===== src/rtl/id_ex_hazard_stage_pkg.sv =====
// Shared definitions for the ID/EX register, load-use detection and the
// neighbouring forwarding / EX/MEM stages.
package id_ex_hazard_stage_pkg;

    localparam int DEF_REG_AW = 4;
    localparam int DEF_DATA_W = 16;
    localparam int DEF_OP_W   = 4;

    // Pipeline-control state encoding shared with forwarding and EX/MEM.
    typedef enum logic {
        ST_RUN    = 1'b0,
        ST_BUBBLE = 1'b1
    } pipe_state_t;

    typedef struct packed {
        logic                  valid;
        logic                  rw;
        logic                  mem_rd;
        logic [DEF_REG_AW-1:0] rs;
        logic [DEF_REG_AW-1:0] rt;
        logic [DEF_REG_AW-1:0] rd;
        logic [DEF_DATA_W-1:0] rs_data;
        logic [DEF_DATA_W-1:0] rt_data;
        logic [DEF_DATA_W-1:0] imm;
        logic [DEF_OP_W-1:0]   alu_op;
    } idex_bundle_t;

    // A bubble is an all-zero ID/EX bundle.
    localparam idex_bundle_t IDEX_BUBBLE = '0;

endpackage


===== src/rtl/id_ex_hazard_stage_load_use_detect.sv =====
// Combinational load-use compare: the load sitting in EX targets a register
// the instruction in ID is about to read. Register 0 is not special.
module load_use_detect #(
    parameter int REG_AW = 4
) (
    input  logic              i_ex_valid,
    input  logic              i_ex_rw,
    input  logic              i_ex_mem_rd,
    input  logic [REG_AW-1:0] i_ex_rd,
    input  logic              i_id_valid,
    input  logic [REG_AW-1:0] i_id_rs,
    input  logic [REG_AW-1:0] i_id_rt,
    input  logic              i_id_use_rs,
    input  logic              i_id_use_rt,
    output logic              o_hazard
);

    logic w_ex_is_load;
    logic w_match;

    assign w_ex_is_load = i_ex_valid & i_ex_mem_rd & i_ex_rw & i_id_valid;
    assign w_match      = (i_id_use_rs & (i_ex_rd == i_id_rs)) |
                          (i_id_use_rt & (i_ex_rd == i_id_rt));
    assign o_hazard     = w_ex_is_load & w_match;

endmodule


===== src/rtl/id_ex_hazard_stage.sv =====
// ID/EX pipeline register with load-use stall/bubble control, branch flush
// and memory-hold freeze.
module id_ex_hazard_stage
    import id_ex_hazard_stage_pkg::*;
#(
    parameter int REG_AW           = DEF_REG_AW,
    parameter int DATA_W           = DEF_DATA_W,
    parameter int OP_W             = DEF_OP_W,
    parameter int LOAD_USE_BUBBLES = 1
) (
    input  logic              clk,
    input  logic              rst,
    input  logic              id_valid,
    input  logic [REG_AW-1:0] id_rs,
    input  logic [REG_AW-1:0] id_rt,
    input  logic [REG_AW-1:0] id_rd,
    input  logic              id_use_rs,
    input  logic              id_use_rt,
    input  logic              id_rw,
    input  logic              id_mem_rd,
    input  logic [DATA_W-1:0] id_rs_data,
    input  logic [DATA_W-1:0] id_rt_data,
    input  logic [DATA_W-1:0] id_imm,
    input  logic [OP_W-1:0]   id_alu_op,
    input  logic              flush,
    input  logic              mem_hold,
    output logic              ex_valid,
    output logic              ex_rw,
    output logic              ex_mem_rd,
    output logic [REG_AW-1:0] ex_rs,
    output logic [REG_AW-1:0] ex_rt,
    output logic [REG_AW-1:0] ex_rd,
    output logic [DATA_W-1:0] ex_rs_data,
    output logic [DATA_W-1:0] ex_rt_data,
    output logic [DATA_W-1:0] ex_imm,
    output logic [OP_W-1:0]   ex_alu_op,
    output logic              pc_stall,
    output logic              if_id_stall
);

    localparam int              CNT_W    = 2;
    localparam logic [CNT_W-1:0] CNT_LOAD = CNT_W'(LOAD_USE_BUBBLES - 1);

    pipe_state_t       r_state;
    logic [CNT_W-1:0]  r_cnt;
    logic              r_valid;
    logic              r_rw;
    logic              r_mem_rd;
    logic [REG_AW-1:0] r_rs;
    logic [REG_AW-1:0] r_rt;
    logic [REG_AW-1:0] r_rd;
    logic [DATA_W-1:0] r_rs_data;
    logic [DATA_W-1:0] r_rt_data;
    logic [DATA_W-1:0] r_imm;
    logic [OP_W-1:0]   r_alu_op;

    logic              w_hazard;
    logic              w_load_bubble;
    logic              w_load_id;
    pipe_state_t       w_state_next;
    logic [CNT_W-1:0]  w_cnt_next;
    logic              w_stall;

    load_use_detect #(
        .REG_AW (REG_AW)
    ) u_load_use_detect (
        .i_ex_valid  (r_valid),
        .i_ex_rw     (r_rw),
        .i_ex_mem_rd (r_mem_rd),
        .i_ex_rd     (r_rd),
        .i_id_valid  (id_valid),
        .i_id_rs     (id_rs),
        .i_id_rt     (id_rt),
        .i_id_use_rs (id_use_rs),
        .i_id_use_rt (id_use_rt),
        .o_hazard    (w_hazard)
    );

    // Next-state decision in priority order: flush, hold, then FSM.
    always_comb begin
        w_load_bubble = 1'b0;
        w_load_id     = 1'b0;
        w_state_next  = r_state;
        w_cnt_next    = r_cnt;
        if (flush) begin
            w_load_bubble = 1'b1;
            w_state_next  = ST_RUN;
            w_cnt_next    = '0;
        end else if (!mem_hold) begin
            case (r_state)
                ST_RUN: begin
                    if (w_hazard) begin
                        w_load_bubble = 1'b1;
                        if (LOAD_USE_BUBBLES > 1) begin
                            w_state_next = ST_BUBBLE;
                            w_cnt_next   = CNT_LOAD;
                        end
                    end else begin
                        w_load_id = 1'b1;
                    end
                end
                ST_BUBBLE: begin
                    w_load_bubble = 1'b1;
                    w_cnt_next    = r_cnt - 1'b1;
                    if (r_cnt == CNT_W'(1)) begin
                        w_state_next = ST_RUN;
                    end
                end
                default: begin
                    w_state_next = ST_RUN;
                    w_cnt_next   = '0;
                end
            endcase
        end
    end

    always_ff @(posedge clk) begin
        if (rst || w_load_bubble) begin
            r_valid   <= 1'b0;
            r_rw      <= 1'b0;
            r_mem_rd  <= 1'b0;
            r_rs      <= '0;
            r_rt      <= '0;
            r_rd      <= '0;
            r_rs_data <= '0;
            r_rt_data <= '0;
            r_imm     <= '0;
            r_alu_op  <= '0;
        end else if (w_load_id) begin
            r_valid   <= id_valid;
            r_rw      <= id_rw & id_valid;
            r_mem_rd  <= id_mem_rd & id_valid;
            r_rs      <= id_rs;
            r_rt      <= id_rt;
            r_rd      <= id_rd;
            r_rs_data <= id_rs_data;
            r_rt_data <= id_rt_data;
            r_imm     <= id_imm;
            r_alu_op  <= id_alu_op;
        end
        if (rst) begin
            r_state <= ST_RUN;
            r_cnt   <= '0;
        end else begin
            r_state <= w_state_next;
            r_cnt   <= w_cnt_next;
        end
    end

    // A flush squashes IF/ID upstream, so this block does not also stall it.
    assign w_stall = !rst && !flush &&
                     (mem_hold || (r_state == ST_RUN && w_hazard) || r_state == ST_BUBBLE);

    assign pc_stall    = w_stall;
    assign if_id_stall = w_stall;

    assign ex_valid   = r_valid;
    assign ex_rw      = r_rw;
    assign ex_mem_rd  = r_mem_rd;
    assign ex_rs      = r_rs;
    assign ex_rt      = r_rt;
    assign ex_rd      = r_rd;
    assign ex_rs_data = r_rs_data;
    assign ex_rt_data = r_rt_data;
    assign ex_imm     = r_imm;
    assign ex_alu_op  = r_alu_op;

endmodule


===== config.mk =====
export PLATFORM = sky130hd
export DESIGN_NAME = id_ex_hazard_stage
export DESIGN_NICKNAME = d
export VERILOG_FILES = /design/src/rtl/id_ex_hazard_stage_pkg.sv /design/src/rtl/id_ex_hazard_stage_load_use_detect.sv /design/src/rtl/id_ex_hazard_stage.sv
export SDC_FILE = /design/constraint.sdc
export NUM_CORES = 1
export LEC_CHECK = 0
export ABC_AREA = 1
export BUFFER_PORTS_ARGS = -buffer_cell sky130_fd_sc_hd__buf_4
export CORE_MARGIN = 2
export CORE_UTILIZATION = 35
export CTS_BUF_LIST = sky130_fd_sc_hd__clkbuf_16
export DETAILED_ROUTE_END_ITERATION = 7
export PLACE_DENSITY = 0.6
export SLEW_MARGIN = 25
export SYNTH_ARGS = -nofsm -noshare
export SYNTH_HDL_FRONTEND = slang
export SYNTH_SLANG_ARGS = --single-unit

===== constraint.sdc =====
create_clock -name clk -period 2.6 [get_ports clk]
set_input_delay 0 -clock clk [delete_from_list [all_inputs] [get_ports clk]]
set_output_delay 0 -clock clk [all_outputs]
set_load 0.005 [all_outputs]

==> impl_metrics.sql, run 1 <==
INSERT INTO impl_metrics (metric_group, metric, value, unit) VALUES
('status', 'status', 'complete, no violations', ''),
('floorplanning', 'start_util', '0.3584', ''),
('global_routing', 'grt_pass1_vias', '3241', ''),
('synth', 'postSynth.asyncResetShare', '0', ''),
('power', 'leakage', '2.761', 'nW'),
('route', 'drt_iter0_drc', '97', ''),
('synth', 'yosysWarnings', '0', ''),
('timing', 'finalCriticalPeriod', '2.048', 'ns'),
('layout', 'area.growth.synth_to_final', '60.91', '%'),
('floorplanning', 'dieArea', '10160', 'um^2'),
('layout', 'multi_input_comb_area', '1393', 'um^2'),
('power', 'peakVddDrop', '0.0002935', 'V'),
('timing', 'totalNegativeSetupSlack', '0', 'ns'),
('clock_network', 'cts_tree', 'done', ''),
('power', 'power.density_cell_area', '495.4', 'nW/um^2'),
('synth', 'mappedNetlistArea', '3281', 'um^2'),
('synth', 'synth_top_cells_by_area', 'sky130_fd_sc_hd__dfxtp_1, sky130_fd_sc_hd__nand2_1, sky130_fd_sc_hd__nor2_1', ''),
('timing', 'hold_ws', '0.01035', 'ns'),
('synth', 'synth_edf_count', '0', ''),
('placement', 'numPortBuffers', '141', ''),
('clock_network', 'postCtsResizedCells', '0', ''),
('timing', 'finalMaxSlewViolations', '0', ''),
('synth', 'yosysMostFrequentCell', 'sky130_fd_sc_hd__nand2_1', ''),
('timing', 'slew_headroom', '0.6254', ''),
('layout', 'seq_area', '1401', 'um^2'),
('timing', 'worst_clock_skew', '0.008538', 'ns'),
('synth', 'mappedNetlistNets', '563', ''),
('critical_path', 'worst_path_most_repeated_cell', 'sky130_fd_sc_hd__nand2_1', ''),
('critical_path', 'timing.critical_path.fanout_max', '51', ''),
('synth', 'yosys.cell_types.count', '23', ''),
('floorplanning', 'io-pin-count', '142', ''),
('clock_network', 'ctsLongestPathBuffers', '2', ''),
('synth', 'ys_dominant_reg_cell', 'sky130_fd_sc_hd__dfxtp_1', ''),
('floorplanning', 'fp-row-count', '35', ''),
('synth', 'ys_top_cells_by_count', 'sky130_fd_sc_hd__nand2_1, sky130_fd_sc_hd__nor2_1, sky130_fd_sc_hd__inv_1', ''),
('critical_path', 'critical_path_arrival', '2.30', 'ns'),
('clock_network', 'htree_num_levels', '3', ''),
('global_routing', 'gr-usage-all-layers', '0.1742', ''),
('route', 'routed_wl', '8710', 'um'),
('critical_path', 'critical_path.max_stage_delay', '0.44', 'ns'),
('layout', 'final_layout_size_suffix_gt1_frac', '0.3175', ''),
('timing', 'post-route-period-util', '0.7876', ''),
('timing', 'max_slew.worst_pin.slew', '0.5608', 'ns'),
('route', 'drt-vias-per-instance', '4.174', ''),
('clock_network', 'clock_latency_on_the_worst_skew_pair', '0.32', 'ns'),
('floorplanning', 'coreArea', '9153', 'um^2'),
('clock_network', 'clock_root_buffer', 'sky130_fd_sc_hd__clkbuf_16', ''),
('synth', 'top_cell_type_by_total_area_after_synthesis', 'sky130_fd_sc_hd__dfxtp_1', ''),
('critical_path', 'worstPathCellList', 'nand2_1 -> nand2_1 -> nor2_1 -> nand3b_1 -> nand2_1 -> nand2_2 -> nand4_4 -> buf_12 -> nand2_1 -> nand2_1 -> nor2_1', ''),
('timing', 'timing.final.hold_violations', '0', ''),
('layout', 'fillerInstances', '862', ''),
('synth', 'synth-seq-cells', '70', ''),
('global_routing', 'grt_pass1_wl', '14270', 'um'),
('global_routing', 'grt_max_degree', '52', ''),
('synth', 'synth_seq_area_share', '0.4272', ''),
('route', 'route.detailed.drc', '0', ''),
('timing', 'fmax', '488.3', 'MHz'),
('run', 'drv_cap', '0', ''),
('critical_path', 'worst-path-buf-inv', '1', ''),
('hold_path', 'worstHoldStart', 'flush', ''),
('global_routing', 'antenna_found_initial', '0', ''),
('timing', 'setup-violations-final', '0', ''),
('clock_network', 'post_cts_buffers', '0', ''),
('floorplanning', 'die_height', '100.8', 'um'),
('global_routing', 'grt_remaining_overflow', '0', ''),
('placement', 'place_congestion', '0.7770', ''),
('critical_path', 'critical_path.startpoint', 'ex_rd[0]$_SDFFE_PP0P_', ''),
('hold_path', 'type_of_the_worst_min_delay_path', 'in -> reg', ''),
('synth', 'synth.top_cell.area_share', '0.4272', ''),
('placement', 'dp.final_hpwl', '5722', 'um'),
('route', 'antenna_left', '0', '');
## cell usage in the layout (no fill, tap or decap), drive strengths merged, types with 4 or more instances in the layout
cell / Yosys / routed
clkbuf: 0 / 9
a21oi: 4 / 4
dfxtp: 70 / 70
inv: 84 / 85
o21ai: 4 / 4
dlygate4sd3: 0 / 66
clkinv: 0 / 4
nand4: 4 / 4
nand2: 156 / 156
buf: 22 / 145
nor2: 139 / 139
## registers in the layout, summed over array words and instances, names as in the netlist, 2 cells and up
signal,flops
ex_alu_op,4
ex_imm,16
ex_rd,4
ex_rs,4
ex_rs_data,16
ex_rt,4
ex_rt_data,16
r_cnt,2
## area by class of cell
class | instances | area share
Timing Repair Buffer | 211 | 0.3361
Multi-Input combinational cell | 313 | 0.2638
Clock buffer | 9 | 0.04266
Sequential cell | 70 | 0.2655
Tap cell | 111 | 0.02631
Inverter | 84 | 0.05973
Clock inverter | 6 | 0.005926
## timing repair
item / 4_1_cts / 5_1_grt
hold endpoints to repair: 66 / 0
endpoints found under the setup margin: 0 / 0
hold buffers: 66 / 0
## per-layer routing
| metal | global-route usage | routed length, um |
|---|---|---|
| met1 | 0.2134 | 3920 |
| met2 | 0.2805 | 3954 |
| met3 | 0.06172 | 707 |
| met4 | 0.06639 | 128 |
| met5 | 0 | 0 |
## through the flow
| stage | setup WS [ns] | cells | utilization | cell area [um^2] |
|---|---|---|---|---|
| floorplan | 1.119 | 489 | - | 3281 |
| global route | 0.2946 | 804 | 0.5768 | 5279 |
| finish | 0.5523 | 804 | 0.5768 | 5279 |
| CTS | 0.5736 | 804 | 0.5768 | 5279 |
| detailed placement | 0.6143 | 723 | 0.4766 | 4362 |
| global placement | 0.6829 | 723 | 0.4766 | 4362 |
## logic make-up after synthesis
logic type	Yosys count	synth area share
and+or+nand+nor	302	0.3974
xor gates and xnor gates	1	0.002670
AOI/OAI and AO/OA	9	0.01792
adders and majority gates	1	0.003813
buffers and inverters	106	0.1510
DFF	70	0.4272
## tightest hold or removal path: cells and delay by family
kind | cells | cell delay, ns
and+or+nand+nor | 1 | 0.06
AOI/OAI and AO/OA | 2 | 0.13
buffers and inverters | 1 | 0.08
## report_power, final
part	switching [mW]	total [mW]	internal, mW
Clock	0.436	1.07	0.629
Combinational	0.187	0.422	0.236
Sequential	0.0192	1.13	1.11
Total	0.642	2.61	1.97
## final timing paths
kind                           endpoint  slack [ns]  cells after the start
max          ex_rt_data[6]$_SDFFE_PP0P_        0.55                     11
max reg2reg  ex_rt_data[6]$_SDFFE_PP0P_        0.55                     11
min               r_cnt[1]$_SDFFE_PN0P_        0.01                      4
min reg2reg       r_cnt[0]$_SDFFE_PN0P_        0.47                      2
No activity file was read; power rests on OpenSTA's default activity.
==> inputs of run 2 (changes only) <==
==> constraint.sdc (replaced) <==
create_clock -name clk -period 2.1 [get_ports clk]
set_input_delay 0 -clock clk [delete_from_list [all_inputs] [get_ports clk]]
set_output_delay 0 -clock clk [all_outputs]
set_load 0.005 [all_outputs]
==> run 2 against run 1 <==
Against the previous run: clock power rose by 61%; core utilization rose by 1.1 points; die area did not move; sequential share of layout area fell by 0.52 points; combinational power rose by 25%; critical path depth rose by 1; total power rose by 39%; routed wire length fell by 1.3%; first-iteration DRC count rose by 4.1%; via count fell by 0.36%.
==> impl_metrics.sql, run 2 (same netlist as run 1, synthesis figures left out) <==
INSERT INTO impl_metrics (metric_group, metric, value, unit) VALUES
('status', 'status', 'complete, no violations', ''),
('layout', 'leading_cell_types_in_the_layout_fill_and_taps_excluded', 'sky130_fd_sc_hd__buf_4, sky130_fd_sc_hd__nand2_1, sky130_fd_sc_hd__nor2_1, sky130_fd_sc_hd__inv_1, sky130_fd_sc_hd__dfxtp_1', ''),
('layout', 'finish.net_count', '764', ''),
('route', 'detail_route.wl_per_cell', '10.67', 'um'),
('clock_network', 'clk_pin_slew_worst_paths', '0.06', 'ns'),
('floorplanning', 'floorplan.die.width', '100.8', 'um'),
('critical_path', 'crit_path_end', 'ex_imm[0]$_SDFFE_PP0P_', ''),
('floorplanning', 'fp-row-count', '35', ''),
('critical_path', 'worst_reg2reg_path_startpoint', 'ex_rd[0]$_SDFFE_PP0P_', ''),
('route', 'drt_iter0_drc', '101', ''),
('global_routing', 'antenna_found_initial', '0', ''),
('floorplanning', 'io-pin-count', '142', ''),
('floorplanning', 'start_util', '0.3584', ''),
('timing', 'slew_headroom', '0.7750', ''),
('clock_network', 'tritoncts.num_buffers', '9', ''),
('layout', 'final_common_cell', 'sky130_fd_sc_hd__buf_4', ''),
('critical_path', 'critical_path.startpoint', 'ex_rd[0]$_SDFFE_PP0P_', ''),
('global_routing', 'grt_remaining_overflow', '0', ''),
('clock_network', 'clock_latency_on_the_worst_skew_pair', '0.33', 'ns'),
('clock_network', 'cts_tree', 'done', ''),
('timing', 'setup_repair_after_global_routing_missed_its_margin', 'no', ''),
('timing', 'finalMaxSlewViolations', '0', ''),
('timing', 'fmax', '574.5', 'MHz'),
('layout', 'antennaDiodeCount', '0', ''),
('timing', 'setup-violations-final', '0', ''),
('critical_path', 'worst_ep_required_time', '2.32', 'ns'),
('power', 'power.internal', '2.821', 'mW'),
('global_routing', 'grt_pass1_vias', '3263', ''),
('power', 'peakVddDrop', '0.0004430', 'V'),
('floorplanning', 'coreArea', '9153', 'um^2'),
('clock_network', 'htree_num_levels', '3', ''),
('global_routing', 'grt_max_degree', '81', ''),
('global_routing', 'gr-usage-all-layers', '0.1740', ''),
('power', 'comb_power_share', '0.145', ''),
('timing', 'timing.final.hold_violations', '0', ''),
('power', 'power.net_switching', '820.0', 'uW'),
('layout', 'final_layout_size_suffix_gt1_frac', '0.3165', ''),
('power', 'finalPower', '3.641', 'mW'),
('route', 'route.vias.total', '3344', ''),
('route', 'routed_wl', '8599', 'um'),
('clock_network', 'post_cts_buffers', '0', ''),
('floorplanning', 'die_height', '100.8', 'um'),
('placement', 'numPortBuffers', '141', ''),
('critical_path', 'start_kind', 'flop', ''),
('global_routing', 'grt_pass1_wl', '14260', 'um'),
('critical_path', 'ff2ff_path_depth', '12', ''),
('route', 'drtPass1Iterations', '4', ''),
('layout', 'fillerInstances', '841', ''),
('placement', 'dp.final_hpwl', '5499', 'um'),
('critical_path', 'sort_of_element_at_the_end_of_the_critical_path', 'flop', ''),
('timing', 'max_slew.worst_pin.slew', '0.3374', 'ns'),
('placement', 'place_congestion', '0.7942', ''),
('timing', 'post-route-period-util', '0.8289', ''),
('clock_network', 'clock_root_buffer', 'sky130_fd_sc_hd__clkbuf_16', ''),
('hold_path', 'whs_path_depth', '4', ''),
('timing', 'worst_clock_skew', '0.006067', 'ns'),
('critical_path', 'critical_path_arrival', '1.96', 'ns'),
('critical_path', 'timing.critical_path.fanout_max', '80', ''),
('clock_network', 'clock_sink_count', '70', ''),
('power', 'share_of_power_burned_in_registers', '0.383', ''),
('hold_path', 'type_of_the_worst_min_delay_path', 'in -> reg', ''),
('route', 'antenna_left', '0', ''),
('power', 'power.density_cell_area', '676.2', 'nW/um^2'),
('power', 'clkPwrFrac', '0.472', ''),
('route', 'route.detailed.drc', '0', ''),
('power', 'power_switching_share', '0.2253', ''),
('critical_path', 'timing.setup.critical_path_class', 'reg -> reg', ''),
('clock_network', 'ctsLongestPathBuffers', '2', ''),
('layout', 'area.growth.synth_to_final', '64.11', '%'),
('run', 'drv_cap', '0', ''),
('floorplanning', 'dieArea', '10160', 'um^2'),
('timing', 'totalNegativeSetupSlack', '0', 'ns'),
('route', 'drt-vias-per-instance', '4.149', ''),
('timing', 'finalCriticalPeriod', '1.741', 'ns'),
('critical_path', 'rr_endpoint', 'ex_imm[0]$_SDFFE_PP0P_', ''),
('critical_path', 'reg2reg_slack', '0.36', 'ns'),
('power', 'leakage', '2.802', 'nW');
==> run 2: changes by cell type in the layout (fill, tap and decap cells not counted) <==
cell | previous run | this run
sky130_fd_sc_hd__buf_4 | 143 | 142
sky130_fd_sc_hd__clkinv_4 | 0 | 1
sky130_fd_sc_hd__clkinv_1 | 0 | 1
sky130_fd_sc_hd__bufinv_16 | 0 | 3
sky130_fd_sc_hd__buf_12 | 2 | 3
sky130_fd_sc_hd__clkinv_2 | 4 | 0
sky130_fd_sc_hd__dlygate4sd3_1 | 66 | 67
==> run 2: worst min path at each step <==
stage | startpoint | to
after floorplan | mem_hold | if_id_stall
after global placement | id_rs_data[7] | ex_rs_data[7]$_SDFFE_PP0P_
after detailed placement | id_rt_data[1] | ex_rt_data[1]$_SDFFE_PP0P_
after CTS | mem_hold | r_cnt[0]$_SDFFE_PN0P_
after global routing | mem_hold | r_cnt[1]$_SDFFE_PN0P_
final | mem_hold | r_cnt[0]$_SDFFE_PN0P_
==> run 2: stage by stage <==
| stage | util | hold WS, ns | setup WS [ns] | std cells | cell area [um^2] |
|---|---|---|---|---|---|
| final | 0.5882 | 0.01128 | 0.3594 | 806 | 5384 |
| after global routing | 0.5882 | 0.02997 | 0.2092 | 806 | 5384 |
| after CTS | 0.5882 | 0.006659 | 0.3688 | 806 | 5384 |
| after detailed placement | 0.4779 | 0.2291 | 0.3797 | 723 | 4374 |
| after global placement | 0.4779 | 0.2214 | 0.4056 | 723 | 4374 |
| after floorplan | - | 0.1313 | 0.6191 | 489 | 3281 |
==> run 2: power by group through the flow <==
stage	Sequential, mW	Clock [mW]	Combinational [mW]
after floorplan	1.43	0	0.222
after global placement	1.42	0	0.421
after detailed placement	1.42	0	0.424
after CTS	1.40	1.77	0.525
after global routing	1.40	1.83	0.587
final	1.40	1.72	0.526
==> run 2: cell type report <==
class	instances	area (um^2)	share of cell area
flip-flops and latches	70	1401	0.2603
inverters	84	315.3	0.05856
well taps	111	138.9	0.02580
repair buffers	212	1797	0.3337
clock buffers	9	225.2	0.04183
clock inverters	7	113.9	0.02115
multi-input cells	313	1393	0.2587
==> run 2: repair_timing <==
action,4_1_cts,5_1_grt
hold endpoints to repair,66,0
gates resized for setup,0,0
hold buffers,67,0
==> run 2: critical path, cell delays in order (launching register included) <==
cell	delay, ns
sky130_fd_sc_hd__dfxtp_1	0.40
sky130_fd_sc_hd__inv_1	0.08
sky130_fd_sc_hd__nand2_1	0.06
sky130_fd_sc_hd__nand2_1	0.04
sky130_fd_sc_hd__nor2_1	0.09
sky130_fd_sc_hd__nand3_1	0.08
sky130_fd_sc_hd__nand2_1	0.12
sky130_fd_sc_hd__nand2_2	0.09
sky130_fd_sc_hd__nand4_4	0.11
sky130_fd_sc_hd__buf_12	0.29
sky130_fd_sc_hd__nand2_1	0.11
sky130_fd_sc_hd__nand2_2	0.08
sky130_fd_sc_hd__nor2_2	0.03
==> run 2: layer usage <==
metal	vias up	routed length, um	GRT usage
li1	1796	-	-
met5	-	0	0
met1	1442	3863	0.2083
met2	97	3939	0.2887
met4	0	96	0.05163
met3	9	701	0.06727
==> inputs of run 3 (changes only) <==
--- a/config.mk
+++ b/config.mk
@@ -5,13 +5,13 @@
 export SDC_FILE = /design/constraint.sdc
 export NUM_CORES = 1
 export LEC_CHECK = 0
-export ABC_AREA = 1
+export ABC_AREA = 0
 export BUFFER_PORTS_ARGS = -buffer_cell sky130_fd_sc_hd__buf_4
 export CORE_MARGIN = 2
 export CORE_UTILIZATION = 35
 export CTS_BUF_LIST = sky130_fd_sc_hd__clkbuf_16
 export DETAILED_ROUTE_END_ITERATION = 7
-export PLACE_DENSITY = 0.6
+export PLACE_DENSITY = 0.63
 export SLEW_MARGIN = 25
 export SYNTH_ARGS = -nofsm -noshare
 export SYNTH_HDL_FRONTEND = slang
==> constraint.sdc (replaced) <==
create_clock -name clk -period 1.4 [get_ports clk]
set_input_delay 0 -clock clk [delete_from_list [all_inputs] [get_ports clk]]
set_output_delay 0 -clock clk [all_outputs]
set_load 0.005 [all_outputs]
==> run 3 against run 2 <==
Against the previous run: the run now ends with negative setup slack left; worst setup slack got worse by 0.77 ns; count of clock-buffer cells in the layout unchanged; first-iteration DRC count increased by 45%; register-to-register slack got worse by 0.77 ns; clock power increased by 33%; routed wire length increased by 46%; cell area increased by 17%; global-route usage increased by 6.4 points; fmax decreased by 4.1%; hold slack improved by 0.023 ns; core utilization increased by 13 points; critical path type unchanged; critical endpoint is now ex_rs_data[9]$_SDFFE_PP0P_; highest routed layer unchanged.
==> impl_metrics.sql, run 3 <==
INSERT INTO impl_metrics (metric_group, metric, value, unit) VALUES
('synth', 'yosysWarnings', '0', ''),
('power', 'power.internal', '3.890', 'mW'),
('timing', 'fmax', '551.1', 'MHz'),
('floorplanning', 'start_util', '0.3601', ''),
('clock_network', 'clock_root_buffer', 'sky130_fd_sc_hd__clkbuf_16', ''),
('power', 'power.net_switching', '1.262', 'mW'),
('timing', 'finalCriticalPeriod', '1.814', 'ns'),
('clock_network', 'clock_sink_count', '70', ''),
('critical_path', 'start_kind', 'flop', ''),
('hold_path', 'type_of_the_worst_min_delay_path', 'in -> reg', ''),
('run', 'drv_cap', '0', ''),
('floorplanning', 'fp-row-count', '34', ''),
('timing', 'timing.final.hold_violations', '0', ''),
('clock_network', 'clk_pin_slew_worst_paths', '0.06', 'ns'),
('critical_path', 'ff2ff_path_depth', '9', ''),
('layout', 'leading_cell_types_in_the_layout_fill_and_taps_excluded', 'sky130_fd_sc_hd__buf_4, sky130_fd_sc_hd__dfxtp_1, sky130_fd_sc_hd__dlygate4sd3_1, sky130_fd_sc_hd__nand3_1, sky130_fd_sc_hd__a211oi_2', ''),
('clock_network', 'cts_tree', 'done', ''),
('placement', 'place_congestion', '0.7691', ''),
('floorplanning', 'coreArea', '8721', 'um^2'),
('synth', 'syn-instance-count', '348', ''),
('global_routing', 'grt_pass1_wl', '18760', 'um'),
('layout', 'non_filler_cells_final', '688', ''),
('layout', 'fillerInstances', '596', ''),
('layout', 'finish.net_count', '649', ''),
('synth', 'ys_top_cells_by_count', 'sky130_fd_sc_hd__dfxtp_1, sky130_fd_sc_hd__nand3_1, sky130_fd_sc_hd__o21ai_0', ''),
('critical_path', 'worst_reg2reg_path_startpoint', 'ex_rd[0]$_SDFFE_PP0P_', ''),
('global_routing', 'antenna_found_initial', '0', ''),
('critical_path', 'critical_path.slowest_cell', 'sky130_fd_sc_hd__dfxtp_4', ''),
('global_routing', 'grt_remaining_overflow', '0', ''),
('timing', 'slew_headroom', '0.6600', ''),
('floorplanning', 'die_height', '98.73', 'um'),
('route', 'drtPass1Iterations', '4', ''),
('layout', 'area.growth.synth_to_final', '100.2', '%'),
('power', 'power_switching_share', '0.2449', ''),
('power', 'finalPower', '5.151', 'mW'),
('synth', 'syn_area_per_cell', '9.024', 'um^2'),
('hold_path', 'whs_path_depth', '3', ''),
('placement', 'dp.cells', '586', ''),
('timing', 'post-route-period-util', '1.296', ''),
('route', 'route.vias.total', '3687', ''),
('timing', 'hold_ws', '0.03410', 'ns'),
('synth', 'synth-seq-cells', '70', ''),
('placement', 'dp.final_hpwl', '6622', 'um'),
('layout', 'final_layout_size_suffix_gt1_frac', '0.5121', ''),
('timing', 'max_slew.worst_pin.slew', '0.5100', 'ns'),
('timing', 'timing.final.ws_setup', '-0.4145', 'ns'),
('synth', 'yosys.cell_types.count', '26', ''),
('synth', 'top_cell_type_by_total_area_after_synthesis', 'sky130_fd_sc_hd__dfxtp_1', ''),
('clock_network', 'htree_num_levels', '3', ''),
('power', 'share_of_power_burned_in_registers', '0.399', ''),
('floorplanning', 'io-pin-count', '142', ''),
('synth', 'yosysMostFrequentCell', 'sky130_fd_sc_hd__dfxtp_1', ''),
('synth', 'mappedNetlistNets', '422', ''),
('floorplanning', 'dieArea', '9747', 'um^2'),
('critical_path', 'timing.setup.critical_path_class', 'reg -> reg', ''),
('placement', 'dp_slack', '-0.4191', 'ns'),
('route', 'antenna_left', '0', ''),
('critical_path', 'reg2reg_slack', '-0.41', 'ns'),
('synth', 'synth_top_cells_by_area', 'sky130_fd_sc_hd__dfxtp_1, sky130_fd_sc_hd__a211oi_1, sky130_fd_sc_hd__nand3_1', ''),
('timing', 'totalNegativeSetupSlack', '-22.32', 'ns'),
('route', 'drt-vias-per-instance', '5.359', ''),
('critical_path', 'rr_endpoint', 'ex_rs_data[9]$_SDFFE_PP0P_', ''),
('hold_path', 'worst_hold_path.endpoint', 'r_state$_SDFFE_PN0N_', ''),
('critical_path', 'worst-path-buf-inv', '4', ''),
('critical_path', 'worst_ep_required_time', '1.64', 'ns'),
('status', 'status', 'finished, violations left', ''),
('synth', 'synth_seq_area_share', '0.4462', ''),
('global_routing', 'grt_max_degree', '34', ''),
('critical_path', 'timing.critical_path.fanout_max', '4', ''),
('critical_path', 'sort_of_element_at_the_end_of_the_critical_path', 'flop', ''),
('clock_network', 'clock_latency_on_the_worst_skew_pair', '0.33', 'ns'),
('power', 'comb_power_share', '0.155', ''),
('placement', 'numPortBuffers', '141', ''),
('critical_path', 'cp_top_family', 'buffers and inverters', ''),
('power', 'clkPwrFrac', '0.445', ''),
('route', 'route.detailed.drc', '0', ''),
('timing', 'setup_repair_after_global_routing_missed_its_margin', 'yes', ''),
('synth', 'synth_edf_count', '0', ''),
('layout', 'antennaDiodeCount', '0', ''),
('critical_path', 'worstPathCellList', 'xor2_1 -> nor2_2 -> buf_4 -> a41oi_4 -> buf_6 -> buf_12 -> clkbuf_16 -> nand3_1 -> a211oi_1', ''),
('critical_path', 'critical_path_arrival', '2.05', 'ns'),
('critical_path', 'critical_path.max_stage_delay', '0.37', 'ns'),
('floorplanning', 'floorplan.die.width', '98.73', 'um'),
('synth', 'postSynth.asyncResetShare', '0', ''),
('route', 'drt_iter0_drc', '146', ''),
('power', 'leakage', '2.430', 'nW'),
('power', 'power.density_cell_area', '819.2', 'nW/um^2'),
('synth', 'ys_dominant_reg_cell', 'sky130_fd_sc_hd__dfxtp_1', ''),
('timing', 'worst_clock_skew', '0.007193', 'ns'),
('layout', 'final_common_cell', 'sky130_fd_sc_hd__buf_4', ''),
('layout', 'stdcell_area', '6289', 'um^2'),
('power', 'peakVddDrop', '0.0006666', 'V'),
('synth', 'mappedNetlistArea', '3141', 'um^2'),
('layout', 'layout.core_utilization', '0.7211', ''),
('global_routing', 'grt_pass1_vias', '3836', ''),
('placement', 'placed_area', '4581', 'um^2'),
('timing', 'setup-violations-final', '69', ''),
('clock_network', 'ctsLongestPathBuffers', '2', ''),
('synth', 'synth.top_cell.area_share', '0.4462', ''),
('global_routing', 'gr-usage-all-layers', '0.2377', ''),
('route', 'detail_route.wl_per_cell', '18.20', 'um'),
('status', 'violations', 'negative setup slack', ''),
('route', 'routed_wl', '12530', 'um'),
('hold_path', 'worstHoldStart', 'mem_hold', ''),
('timing', 'finalMaxSlewViolations', '0', ''),
('clock_network', 'tritoncts.num_buffers', '9', '');
-- run 3: cell count changes after synthesis, sizes merged, moves of 2 or more --
| cell | change |
|---|---|
| nand2 | -156 |
| nor2 | -132 |
| inv | -81 |
| a211oi | +67 |
| nand3 | +64 |
| o21ai | +64 |
| clkbuf | +17 |
| buf | +5 |
| xnor2 | +5 |
| xor2 | +3 |
| a21oi | -2 |
| or2 | +2 |
-- run 3: how the worst max path moves through the flow --
| stage | start | endpoint | slack (ns) | depth (start not counted) |
|---|---|---|---|---|
| after floorplan | ex_rd[0]$_SDFFE_PP0P_ | ex_alu_op[0]$_SDFFE_PP0P_ | -0.12 | 7 |
| after global placement | ex_rd[3]$_SDFFE_PP0P_ | ex_rs_data[12]$_SDFFE_PP0P_ | -0.29 | 7 |
| after detailed placement | ex_rd[3]$_SDFFE_PP0P_ | ex_imm[13]$_SDFFE_PP0P_ | -0.42 | 7 |
| after CTS | ex_rd[3]$_SDFFE_PP0P_ | if_id_stall | -0.36 | 6 |
| after global routing | ex_rd[0]$_SDFFE_PP0P_ | ex_rs_data[9]$_SDFFE_PP0P_ | -0.51 | 9 |
| final | ex_rd[0]$_SDFFE_PP0P_ | ex_rs_data[9]$_SDFFE_PP0P_ | -0.41 | 9 |
-- run 3: logic make-up (layout without fill, tap and decap cells) --
group,after synthesis,after routing,synth area share
adders and majority gates,1,1,0.003983
and+or+nand+nor,79,79,0.1259
xor gates and xnor gates,9,9,0.02510
DFF,70,70,0.4462
buffers and inverters,47,279,0.07769
AOI/OAI and AO/OA,142,142,0.3211
-- run 3: final cells by class --
class,count,area (um^2),share of cell area
clock buffer,9,225.2,0.03581
tap,108,135.1,0.02149
timing repair buffer,260,2547,0.4051
clock inverter,7,73.82,0.01174
inverter,3,11.26,0.001791
sequential,70,1414,0.2248
multi-input combinational,231,1882,0.2992
-- run 3: tightest hold or removal path: stages --
cell	delay, ns
sky130_fd_sc_hd__buf_4	0.13
sky130_fd_sc_hd__inv_1	0.10
sky130_fd_sc_hd__a211oi_1	0.08
-- run 3: power groups by stage --
stage	Sequential [mW]	Clock, mW	Combinational (mW)
floorplan	2.10	0	0.200
global placement	2.10	0	0.522
detailed placement	2.10	0	0.527
CTS	2.06	2.31	0.756
global route	2.06	2.40	0.849
finish	2.06	2.29	0.799
-- run 3: layer usage --
metal  wire length [um]  up-vias  GRT usage
met5                  0        -          0
met4                176        0    0.08851
met3                696       16    0.04681
met2               6361      135     0.4118
met1               5291     1770     0.2925
li1                   -     1766          -
-- run 3: timing repair --
action                     CTS  global route
hold endpoints to repair    66             0
pin swaps                   19            38
gates cloned                 8             3
buffers inserted            14             0
setup endpoints to repair   69            69
hold buffers                66             0
gates resized for setup     32            60
